==> config.mk <==
export PLATFORM = sky130hd
export DESIGN_NAME = hilo_mult_unit
export DESIGN_NICKNAME = d
export VERILOG_FILES = /design/src/rtl/hilo_mult_unit_pkg.sv /design/src/rtl/hilo_mult_unit_sign_fix.sv /design/src/rtl/hilo_mult_unit.sv
export SDC_FILE = /design/constraint.sdc
export NUM_CORES = 1
export LEC_CHECK = 0
export ABC_AREA = 1
export CAP_MARGIN = 40
export CORE_MARGIN = 2
export CORE_UTILIZATION = 25
export DETAILED_ROUTE_END_ITERATION = 12
export PLACE_DENSITY = 0.49
export SYNTH_ARGS = -nofsm -noshare
export SYNTH_HDL_FRONTEND = slang
export SYNTH_SLANG_ARGS = --single-unit
==> constraint.sdc <==
create_clock -name clk -period 6.3 [get_ports clk]
set_input_delay 1.26 -clock clk [delete_from_list [all_inputs] [get_ports clk]]
set_output_delay 1.26 -clock clk [all_outputs]
set_load 0.02 [all_outputs]
==> src/rtl/hilo_mult_unit_pkg.sv <==
// rtl/hilo_mult_unit_pkg.sv - shared encodings and sizing helpers for the HI/LO result stage
//
// Purpose:
//   Common definitions used by hilo_mult_unit and its testbench:
//     - op encodings presented by the control unit on op[1:0]
//     - the two-state sequencing enum
//     - the latency counter width, derived from the multiplier latency
//
// Ports: none (package).

package hilo_mult_unit_pkg;

  // Control-unit op encodings. op[1]=0 selects a multiply, op[1]=1 a move.
  localparam logic [1:0] OP_MULTU = 2'b00;
  localparam logic [1:0] OP_MULT  = 2'b01;
  localparam logic [1:0] OP_MTHI  = 2'b10;
  localparam logic [1:0] OP_MTLO  = 2'b11;

  typedef enum logic {
    IDLE = 1'b0,
    WAIT = 1'b1
  } state_e;

  // The counter must hold the values 0..MUL_LAT inclusive, and is never
  // narrower than one bit.
  function automatic int cnt_width(input int mul_lat);
    int w;
    w = $clog2(mul_lat + 1);
    if (w < 1) begin
      w = 1;
    end
    return w;
  endfunction

endpackage

==> src/rtl/hilo_mult_unit_sign_fix.sv <==
// rtl/hilo_mult_unit_sign_fix.sv - operand magnitude and product negate for signed MULT
//
// Purpose:
//   Combinational helper for the signed multiply path. The external multiplier
//   is unsigned, so signed operands are reduced to magnitudes before issue and
//   the unsigned product is negated afterwards when the operand signs differ.
//
// Ports:
//   a, b           in  32  raw operands (two's complement)
//   a_abs, b_abs   out 32  magnitudes; 0x80000000 maps to itself, which is the
//                          correct unsigned magnitude of -2^31
//   sign_mismatch  out 1   a[31] ^ b[31]; result must be negated
//   neg            in  1   registered negate request for the product in flight
//   prod_in        in  64  unsigned product from the multiplier
//   prod_out       out 64  prod_in, or its 64-bit two's-complement negation

module mult_sign_fix (
  input  logic [31:0] a,
  input  logic [31:0] b,
  output logic [31:0] a_abs,
  output logic [31:0] b_abs,
  output logic        sign_mismatch,
  input  logic        neg,
  input  logic [63:0] prod_in,
  output logic [63:0] prod_out
);

  always_comb begin
    a_abs         = a[31] ? (~a + 32'd1) : a;
    b_abs         = b[31] ? (~b + 32'd1) : b;
    sign_mismatch = a[31] ^ b[31];
    // Wraps modulo 2^64; a zero product stays zero.
    prod_out      = neg ? (~prod_in + 64'd1) : prod_in;
  end

endmodule

==> src/rtl/hilo_mult_unit.sv <==
// rtl/hilo_mult_unit.sv - HI/LO result stage around an external shift-add multiplier
//
// Purpose:
//   Accepts MULT/MULTU/MTHI/MTLO requests from the control FSM, drives the
//   registered operands of an external unsigned multiplier, waits its fixed
//   latency, and commits the 64-bit product into HI/LO. busy is the interlock
//   the controller uses to stall MFHI/MFLO; done pulses for one cycle after
//   every HI/LO write.
//
// Configuration:
//   SIGNED_MULT_EN  defined   : op=MULT multiplies magnitudes and negates the
//                               product when the operand signs differ.
//                   undefined : op=MULT behaves exactly like MULTU; no sign
//                               logic and no neg flop are built.
//
// Parameters:
//   MUL_LAT  edges from the first edge the multiplier sees stable operands
//            until mul_z is valid (>= 1).
//
// Ports:
//   clk    in  1   rising-edge clock
//   reset  in  1   asynchronous active-high reset
//   start  in  1   request strobe, only sampled while busy=0
//   op     in  2   00 MULTU, 01 MULT, 10 MTHI, 11 MTLO
//   rs     in  32  first operand / MTHI-MTLO source
//   rt     in  32  second operand
//   busy   out 1   multiply in flight
//   done   out 1   one-cycle pulse the cycle after HI/LO change
//   hi     out 32  HI register
//   lo     out 32  LO register
//   mul_a  out 32  registered multiplier operand a
//   mul_b  out 32  registered multiplier operand b
//   mul_z  in  64  multiplier product

module hilo_mult_unit #(
  parameter int MUL_LAT = 1
) (
  input  logic        clk,
  input  logic        reset,
  input  logic        start,
  input  logic [1:0]  op,
  input  logic [31:0] rs,
  input  logic [31:0] rt,
  output logic        busy,
  output logic        done,
  output logic [31:0] hi,
  output logic [31:0] lo,
  output logic [31:0] mul_a,
  output logic [31:0] mul_b,
  input  logic [63:0] mul_z
);

  import hilo_mult_unit_pkg::*;

  localparam int            CW       = cnt_width(MUL_LAT);
  localparam logic [CW-1:0] CNT_LAST = CW'(MUL_LAT);

  state_e      state_q, state_d;
  logic [CW-1:0] cnt_q, cnt_d;
  logic [31:0] hi_q, hi_d;
  logic [31:0] lo_q, lo_d;
  logic [31:0] mul_a_q, mul_a_d;
  logic [31:0] mul_b_q, mul_b_d;
  logic        done_q, done_d;

  // Operands as they should be issued, and the product as it should commit.
  logic [31:0] issue_a;
  logic [31:0] issue_b;
  logic [63:0] prod_fixed;

  // A multiply is accepted only from IDLE; requests while busy are dropped.
  logic accept_mul;
  assign accept_mul = (state_q == IDLE) && start && !op[1];

`ifdef SIGNED_MULT_EN
  logic        neg_q, neg_d;
  logic [31:0] rs_abs;
  logic [31:0] rt_abs;
  logic        sign_mismatch;
  logic        is_signed;

  mult_sign_fix u_sign_fix (
    .a             (rs),
    .b             (rt),
    .a_abs         (rs_abs),
    .b_abs         (rt_abs),
    .sign_mismatch (sign_mismatch),
    .neg           (neg_q),
    .prod_in       (mul_z),
    .prod_out      (prod_fixed)
  );

  always_comb begin
    is_signed = (op == OP_MULT);
    issue_a   = is_signed ? rs_abs : rs;
    issue_b   = is_signed ? rt_abs : rt;
    // neg is captured with the operands and held for the whole WAIT.
    neg_d     = neg_q;
    if (accept_mul) begin
      neg_d = is_signed && sign_mismatch;
    end
  end

  always_ff @(posedge clk or posedge reset) begin
    if (reset) begin
      neg_q <= 1'b0;
    end else begin
      neg_q <= neg_d;
    end
  end
`else
  // Unsigned-only build: MULT is issued exactly like MULTU.
  always_comb begin
    issue_a    = rs;
    issue_b    = rt;
    prod_fixed = mul_z;
  end
`endif

  always_comb begin
    state_d = state_q;
    cnt_d   = cnt_q;
    hi_d    = hi_q;
    lo_d    = lo_q;
    mul_a_d = mul_a_q;
    mul_b_d = mul_b_q;
    done_d  = 1'b0;

    case (state_q)
      IDLE: begin
        if (start) begin
          case (op)
            OP_MTHI: begin
              hi_d   = rs;
              done_d = 1'b1;
            end
            OP_MTLO: begin
              lo_d   = rs;
              done_d = 1'b1;
            end
            default: begin
              mul_a_d = issue_a;
              mul_b_d = issue_b;
              cnt_d   = '0;
              state_d = WAIT;
            end
          endcase
        end
      end

      WAIT: begin
        // cnt equals the number of edges the multiplier has seen the
        // operands; at MUL_LAT the product on mul_z is valid.
        if (cnt_q == CNT_LAST) begin
          {hi_d, lo_d} = prod_fixed;
          done_d       = 1'b1;
          cnt_d        = '0;
          state_d      = IDLE;
        end else begin
          cnt_d = cnt_q + 1'b1;
        end
      end

      default: begin
        state_d = IDLE;
      end
    endcase
  end

  always_ff @(posedge clk or posedge reset) begin
    if (reset) begin
      state_q <= IDLE;
      cnt_q   <= '0;
      hi_q    <= '0;
      lo_q    <= '0;
      mul_a_q <= '0;
      mul_b_q <= '0;
      done_q  <= 1'b0;
    end else begin
      state_q <= state_d;
      cnt_q   <= cnt_d;
      hi_q    <= hi_d;
      lo_q    <= lo_d;
      mul_a_q <= mul_a_d;
      mul_b_q <= mul_b_d;
      done_q  <= done_d;
    end
  end

  assign busy  = (state_q == WAIT);
  assign done  = done_q;
  assign hi    = hi_q;
  assign lo    = lo_q;
  assign mul_a = mul_a_q;
  assign mul_b = mul_b_q;

endmodule

; ---- Word level (Yosys, flattened, before mapping)
; Cells that the tools add are included.
[totals]
reg_bits = 131
output_inout_bits = 130
inputBits = 133
[classes]
mux = 20
bitwise = 2
n_reduce_logical = 5
add_sub_neg = 1
n_eq_ne = 7
[op_table]
columns = cell, n
row1 = $mux W32, 6
row2 = $pmux W32 S2, 2
row3 = $mux W1, 9
row4 = $reduce_and A3 Y1, 3
row5 = $ne A2 B1 Y1 const B, 3
row6 = $pmux W1 S2, 3
row7 = $eq A2 B2 Y1 const B, 2
row8 = $ne A2 B2 Y1 const B, 2
row9 = $not A1 Y1, 2
row10 = $reduce_and A2 Y1, 1
row11 = $reduce_or A2 Y1, 1
row12 = $add A1 B1 Y1 const B, 1

; ---- Depth between registers and ports, before layout
; Gate-level depths: netlist of run 1.
[depth]
ltp_word = 5
mapped_depth = 7
ltp_nobuf = 6

; ---- Least setup slack after synthesis of run 1
; OpenSTA, ideal clock, no wires.
[synth_timing]
path_kind = input to register
start = input port op[1]
end = register mul_a_q[10] (netlist: mul_a[10])
setup_ps = 65
cell_stages = 7
required_time_ps = 6235
slack_ps = 4332
t_arrival_ps = 1904
cell_sequence = nor2_1 > nand2_1 > inv_1 > buf_2 > buf_2 > nand2_1 > nand2_1
[synth_via]
elab_chain_len = 4
word_cells_on_any_way = 5
[synth_rtl]
columns = item, line_no
row1 = from (decl), hilo_mult_unit.sv:41  ; input logic [1:0] op,
row2 = $eq A2 B2 Y1, hilo_mult_unit.sv:132  ; case (op)
row3 = $reduce_or A2 Y1 (no source line) (*), -
row4 = $not A1 Y1 (no source line) (*), -
row5 = $reduce_and A3 Y1 (no source line) (*), -
row6 = to (signal assigned), hilo_mult_unit.sv:184  ; mul_a_q <= mul_a_d;
row7 = to (decl), hilo_mult_unit.sv:62  ; logic [31:0] mul_a_q, mul_a_d;
; Every way passes the cells marked *; elsewhere a longest branch is shown, timed or not.
; A chain may end at the register's enable or synchronous reset.

; ---- Worst setup path after layout of run 1
[layout_timing]
start = register state_q (netlist: busy)
end = output port busy
[layout_rtl]
columns = item, line_no
row1 = from (decl), hilo_mult_unit.sv:58  ; state_e state_q, state_d;
row2 = from (signal assigned), hilo_mult_unit.sv:180  ; state_q <= state_d;
row3 = to (decl), hilo_mult_unit.sv:44  ; output logic busy,
; No word-level cell between the ends.

==> results of run 1 <==
## synth_stat cells, drive strengths merged
master and count:
nand2 492, inv 4, nand3 64, clkbuf 7, a21oi 1, nor2 1, or2 1, dfrtp 131
buf 36, o21a 1
## layer usage
metal | vias up | track usage (%) | share of wire [%]
li1 | 2762 | - | -
met1 | 2538 | 22.7 | 47
met5 | - | 0 | 0
met2 | 183 | 26.9 | 46
met3 | 6 | 5.35 | 7.0
met4 | 0 | 3.92 | 0.54
## final cells by class
type                       count  area [sq um]
fill                        2341         13400
tap                          285           357
clock inverter                14           153
inverter                       4          20.0
timing repair buffer         270          2700
clock buffer                  17           425
multi-input combinational    560          2200
sequential                   131          3280
## cells in the final DEF, fill, tap and decap left out
master           instances
inv_6                    5
clkinv_2                 3
nand2_2                  6
buf_4                    7
clkbuf_16               17
clkinvlp_4               1
a21oi_1                  1
inv_2                    2
nand2_1                486
inv_1                    1
dfrtp_2                  1
or2_2                    1
buf_16                   1
dfrtp_1                130
clkinv_4                 4
o21a_1                   1
nand3_1                 64
bufinv_16                2
clkdlybuf4s50_1        262
nor2_1                   1
## through the flow
step | area, sq um | util [%] | setup slack (ns) | std cells
after global routing | 9140 | 40.6 | 2.79 | 1281
after global placement | 8540 | 37.9 | 2.86 | 1249
final | 9140 | 40.6 | 2.92 | 1281
after detailed placement | 8560 | 38.1 | 2.87 | 1250
after CTS | 9140 | 40.6 | 2.87 | 1281
after floorplan | 5690 | - | 1.54 | 738
## worst max-delay path, stage by stage (launching register included)
cell and delay [ns]:
dfrtp_2 0.36, buf_4 0.60, clkdlybuf4s50_1 0.75
## power by group through the flow
| stage | combinational (mW) | sequential (mW) | clock (mW) |
|---|---|---|---|
| 6_report | 2.39 | 1.44 | 0.983 |
| 5_1_grt | 2.61 | 1.49 | 1.04 |
| 4_1_cts | 2.44 | 1.45 | 1.01 |
| 3_5_place_dp | 2.43 | 1.45 | 0 |
| 3_3_place_gp | 2.43 | 1.45 | 0 |
| 2_1_floorplan | 0.776 | 1.92 | 0 |
## state kept, by name (all words and copies together), names as in the netlist
name	count
done	1
lo	32
cnt_q	1
hi	32
busy	1
mul_a	32
mul_b	32
## kinds of logic (layout without fill, tap and decap cells)
kind of cell	count (synthesis)	in the layout	share of synthesized area [%]
simple gates	558	558	38.3
flops	131	131	57.6
buf+inv	47	305	3.89
compound gates	2	2	0.220
## how the worst max path moves through the flow
| stage | startpoint | end | slack (ns) | cells past startpoint |
|---|---|---|---|---|
| CTS | busy | busy | 2.87 | 2 |
| detailed placement | op[1] | lo[22] | 2.87 | 6 |
| floorplan | reset | busy | 1.54 | 1 |
| global placement | op[1] | lo[21] | 2.86 | 6 |
| finish | busy | busy | 2.92 | 2 |
| global route | busy | busy | 2.79 | 2 |
==> impl_results.md, run 1 <==
- Proportion of power drawn by flip-flops and latches: 30.0%
- Last weighted congestion value of the routability-driven placer: 0.797
- Post-CTS resize count: 0
- Worst hold path type: register to register
- Die X-Extent: 155 um
- Overflow left after global routing: 0
- Hold Slack: 0.468 ns
- Endpoint kind of the worst setup timing path: output pin
- Worst clock skew: 0.0122 ns
- Number of I/O port buffers: 262
- Endpoint, Worst Hold: hi[10]
- Post-route antenna net violation count: 0
- Net count of the mapped netlist: 871
- Number of max-slew violations in the final report: 0
- Global-route wire length before repair: 31.4 mm
- Proportion of netlist area held by the largest area contributor: 57.6%
- Number of global-route vias before repair: 5427
- Max transition margin: 43.8%
- Maximum capacitance violations: 0
- Arrival time of data at the critical path endpoint: 2.12 ns
- Iter 0 DRT Violations: 270
- Total Routing Usage GR: 16.9%
- Hold Path Depth: 2
- Req. time, crit path: 5.04 ns
- Diodes inserted: 0
- Largest cells by area after synthesis: dfrtp_1 (58%), nand2_1 (32%), nand3_1 (5.6%)
- Core footprint: 0.0225 sq mm
- Total vias in the final route: 5489
- Peak Freq: 0.296 GHz
- Synthesized area divided by synthesized cell count: 7.71 sq um
- R2R Path Start: busy
- Sequential element share of the synthesized area: 57.6%
- Reg clk slew, reported paths: 0.06 ns
- Synthesized cell area: 0.00569 sq mm
- H-Tree Depth: 4
- Part of the power in combinational logic: 49.6%
- Yosys warning total: 0
- Cell chosen for the clock root: clkbuf_16
- Highest fanout seen on the critical path: 68
- Transition time at the pin with the least slew margin: 0.842 ns
- Remaining routing DRC violations: 0
- Number of top-level design ports: 263
- Ratio of final minimum period to clock period: 53.6%
- Leakage power figure: 4.58 nW
- Fraction of power consumed by the clock network: 20.4%
- Post-DP HPWL: 13.7 mm
- Number of rows in the core area: 55
- Cell internal power dissipation: 2.81 mW
- Fin. Hold Viols: 0
- Unique cell type count in the Yosys netlist: 13
- Die area: 0.0240 sq mm
- Number of iterations in the first detailed-routing pass: 4
- Setup repair after global routing missed its margin: false
- Average routed wire per standard cell: 16.0 um
- Cell type with the highest aggregate area in the netlist: dfrtp_1
- Initial antenna violation count: 0
- Worst skew pair latency: 0.42 ns
- Final setup violation count: 0
- Cts bufs inserted: 17
- Sum of negative setup slack: 0 ns
- Synthesized instance count: 738
- Total design power: 4.81 mW
- Start point of the worst hold path: hi[10]
- Fin crit period: 3.38 ns
- Switching power as a share of total power: 41.6%
- Maximum count of clock buffers along a single path: 2
- Final #Nets: 1117
- Die span in y: 155 um
- Yosys reg bits: 131
- Post-CTS Hold Buffers: 0
- Initial core utilization: 25.3%
- Routed vias/inst: 4.28
- Worst reg2reg path depth: 6
- Power per standard cell area: 527 mW/mm^2
- Count of buffers added by post-CTS timing repair for setup: 0
- Worst-case vdd ir drop: 0.177 mV
- Final WL: 20.5 mm
- Sink count of the clock tree: 131
- Launching element type of the critical path: register
- Synthesis-to-finish area growth: 60.7%
- Result of the run: complete, no violations
- Clock tree from TritonCTS: done
- Kind of critical path: register to output pin
- Setup slack of the worst register-to-register path: 3.58 ns
- Destination of the worst register-to-register timing path: lo[28]
- P_sw: 2.00 mW
- Layout cells sized above 1: 5.02%
- Maximum number of pins on one net before global-route repair: 69
(Power assumes the default switching activity.)
==> run 2, diff against run 1 <==
Settings changed: PLACE_DENSITY 0.49 to 0.51.
Clock period 6.3 ns to 2.8 ns, I/O delays scaled along.
==> run 2 against run 1 <==
- register-to-register slack got worse by 2.7 ns
- via count grew 0.46%
- critical path depth shrank 1
- clock skew shrank 0.0013 ns
- critical path type unchanged
==> impl_results.md, run 2 (synthesis results as in run 1) <==
- Core footprint: 0.0225 sq mm (unchanged)
- Post-CTS resize count: 0 (unchanged)
- Remaining routing DRC violations: 0 (unchanged)
- Cell chosen for the clock root: clkbuf_16
- Worst hold path type: register to register
- Launching element type of the critical path: register
- Fin crit period: 2.00 ns
- Power per standard cell area: 1210 mW/mm^2 (+130%)
- Number of I/O port buffers: 262 (unchanged)
- Setup slack of the worst register-to-register path: 0.85 ns (-2.73 ns)
- Transition time at the pin with the least slew margin: 0.730 ns (-0.113 ns)
- Number of top-level design ports: 263 (unchanged)
- Detailed-routed wire length on met3: 1.47 mm (+2.1%)
- Arrival time of data at the critical path endpoint: 1.44 ns (-0.68 ns)
- Layout cells sized above 1: 5.49% (+0.47 points)
- Worst reg2reg path depth: 6 (unchanged)
- Peak Freq: 0.499 GHz
- Die X-Extent: 155 um (unchanged)
- Number of rows in the core area: 55 (unchanged)
- Number of cells on the critical path: 1 (-1)
- Largest delay share family, worst path: buffers and inverters
- Hold Path Depth: 2 (unchanged)
- Final WL: 20.2 mm (-1.7%)
- Average routed wire per standard cell: 15.7 um (-2.1%)
- Global-route wire length before repair: 31.4 mm (+0.15%)
- Overflow left after global routing: 0 (unchanged)
- Final #Nets: 1123 (+0.54%)
- Total vias in the final route: 5514 (+0.46%)
- Worst stage delay on the critical path: 0.65 ns (-0.10 ns)
- Number of iterations in the first detailed-routing pass: 4 (unchanged)
- Die area: 0.0240 sq mm (unchanged)
- R2R Path Start: busy
- Maximum number of pins on one net before global-route repair: 59 (-14%)
- Kind of critical path: register to output pin
- Setup repair after global routing missed its margin: false
- Post-CTS Hold Buffers: 0 (unchanged)
- Total Routing Usage GR: 17.0% (+0.023 points)
- Destination of the worst register-to-register timing path: lo[23]
- Reg clk slew, reported paths: 0.06 ns (about the same)
- Diodes inserted: 0 (unchanged)
- Ratio of final minimum period to clock period: 71.5%
- Start point of the worst hold path: lo[14]
- Clock tree from TritonCTS: done
- Cell-by-cell trace of the critical path: clkdlybuf4s50_1
- Leakage power figure: 4.68 nW (+2.0%)
- Fin. Hold Viols: 0 (unchanged)
- Initial antenna violation count: 0 (unchanged)
- Maximum count of clock buffers along a single path: 2 (unchanged)
- Post-route antenna net violation count: 0 (unchanged)
- Total design power: 11.3 mW (+130%)
- Count of buffers added by post-CTS timing repair for setup: 0 (unchanged)
- Initial core utilization: 25.3% (unchanged)
- Top metal layer carrying routed signals: met4
- Worst-case vdd ir drop: 0.497 mV (+180%)
- Buffers & Inverters on Critical Path: 1 (-1)
- Worst clock skew: 0.0109 ns (-0.00130 ns)
- Met2 layer wire length in the routed design: 9.13 mm (-3.0%)
- Req. time, crit path: 2.24 ns (-2.80 ns)
- Routed metal-1 wirelength: 9.30 mm (-2.5%)
- Synthesis-to-finish area growth: 64.3%
- Sum of negative setup slack: 0 ns (unchanged)
- Number of max-slew violations in the final report: 0 (unchanged)
- Sink count of the clock tree: 131 (unchanged)
- Last weighted congestion value of the routability-driven placer: 0.766 (-3.9%)
- Routed vias/inst: 4.28 (about the same)
- Worst skew pair latency: 0.41 ns (about the same)
- Final setup violation count: 0 (unchanged)
- Maximum capacitance violations: 0 (unchanged)
- Post-DP HPWL: 14.0 mm (+2.5%)
- Cts bufs inserted: 17 (unchanged)
- Iter 0 DRT Violations: 283 (+4.8%)
- Max transition margin: 51.2% (+7.4 points)
- Highest fanout seen on the critical path: 4 (-94%)
- Crit path max-delay cell type: clkdlybuf4s50_1
- Leading cell type in the layout, fill and taps excluded: nand2_1
- Die span in y: 155 um (unchanged)
- Result of the run: complete, no violations
- Endpoint kind of the worst setup timing path: output pin
- Endpoint, Worst Hold: lo[14]
- Most used cells in the layout excluding fill and tap cells: nand2_1 (487), clkdlybuf4s50_1 (262), dfrtp_1 (130), nand3_1 (64), clkbuf_16 (17)
- H-Tree Depth: 4 (unchanged)
- Number of global-route vias before repair: 5465 (+0.70%)
## run 2: cell count changes in the layout (fill, tap and decap cells not counted)
cell / delta
buf_12: +6
buf_16: -1
buf_4: +1
bufinv_16: +4
clkbuf_8: +3
clkinv_2: -3
clkinv_4: -2
clkinvlp_4: +1
inv_6: -3
nand2_1: +1
nand2_2: -1
## run 2: final cells by class
type / instances / area, sq um
Clock inverter: 11 / 223
Tap cell: 285 / 357
Clock buffer: 20 / 467
Fill cell: 2280 / 13200
Sequential cell: 131 / 3280
Timing Repair Buffer: 276 / 2800
Inverter: 4 / 18.8
Multi-Input combinational cell: 560 / 2200
## run 2: metal layers
| layer | track usage [%] | up-vias |
|---|---|---|
| met5 | 0 | - |
| met4 | 4.63 | 0 |
| met3 | 5.43 | 15 |
| met2 | 27.1 | 184 |
| met1 | 22.3 | 2542 |
| li1 | - | 2773 |
## run 2: worst max path at each step
stage               start     end  slack, ns
detailed placement  op[1]  lo[17]       0.59
finish               busy    busy       0.80
global placement    op[1]  lo[16]       0.63
CTS                  busy    busy       0.77
global route         busy  lo[17]       0.62
floorplan           reset    busy       0.62
## run 2: metrics by stage
stage	area, sq um	worst slack, ns	hold WS [ns]	instances	util [%]
after detailed placement	8660	0.591	0.458	1256	38.5
after CTS	9350	0.771	0.472	1287	41.5
after global placement	8660	0.629	0.453	1256	38.5
final	9350	0.797	0.467	1287	41.5
after global routing	9350	0.622	0.485	1287	41.5
after floorplan	5690	0.617	0.521	738	-
## run 2: where the power goes
group | switching, mW | leakage, nW | internal (mW)
clock network | 0.875 | 0.333 | 1.75
registers | 0.475 | 1.63 | 2.78
logic | 3.12 | 2.71 | 2.30
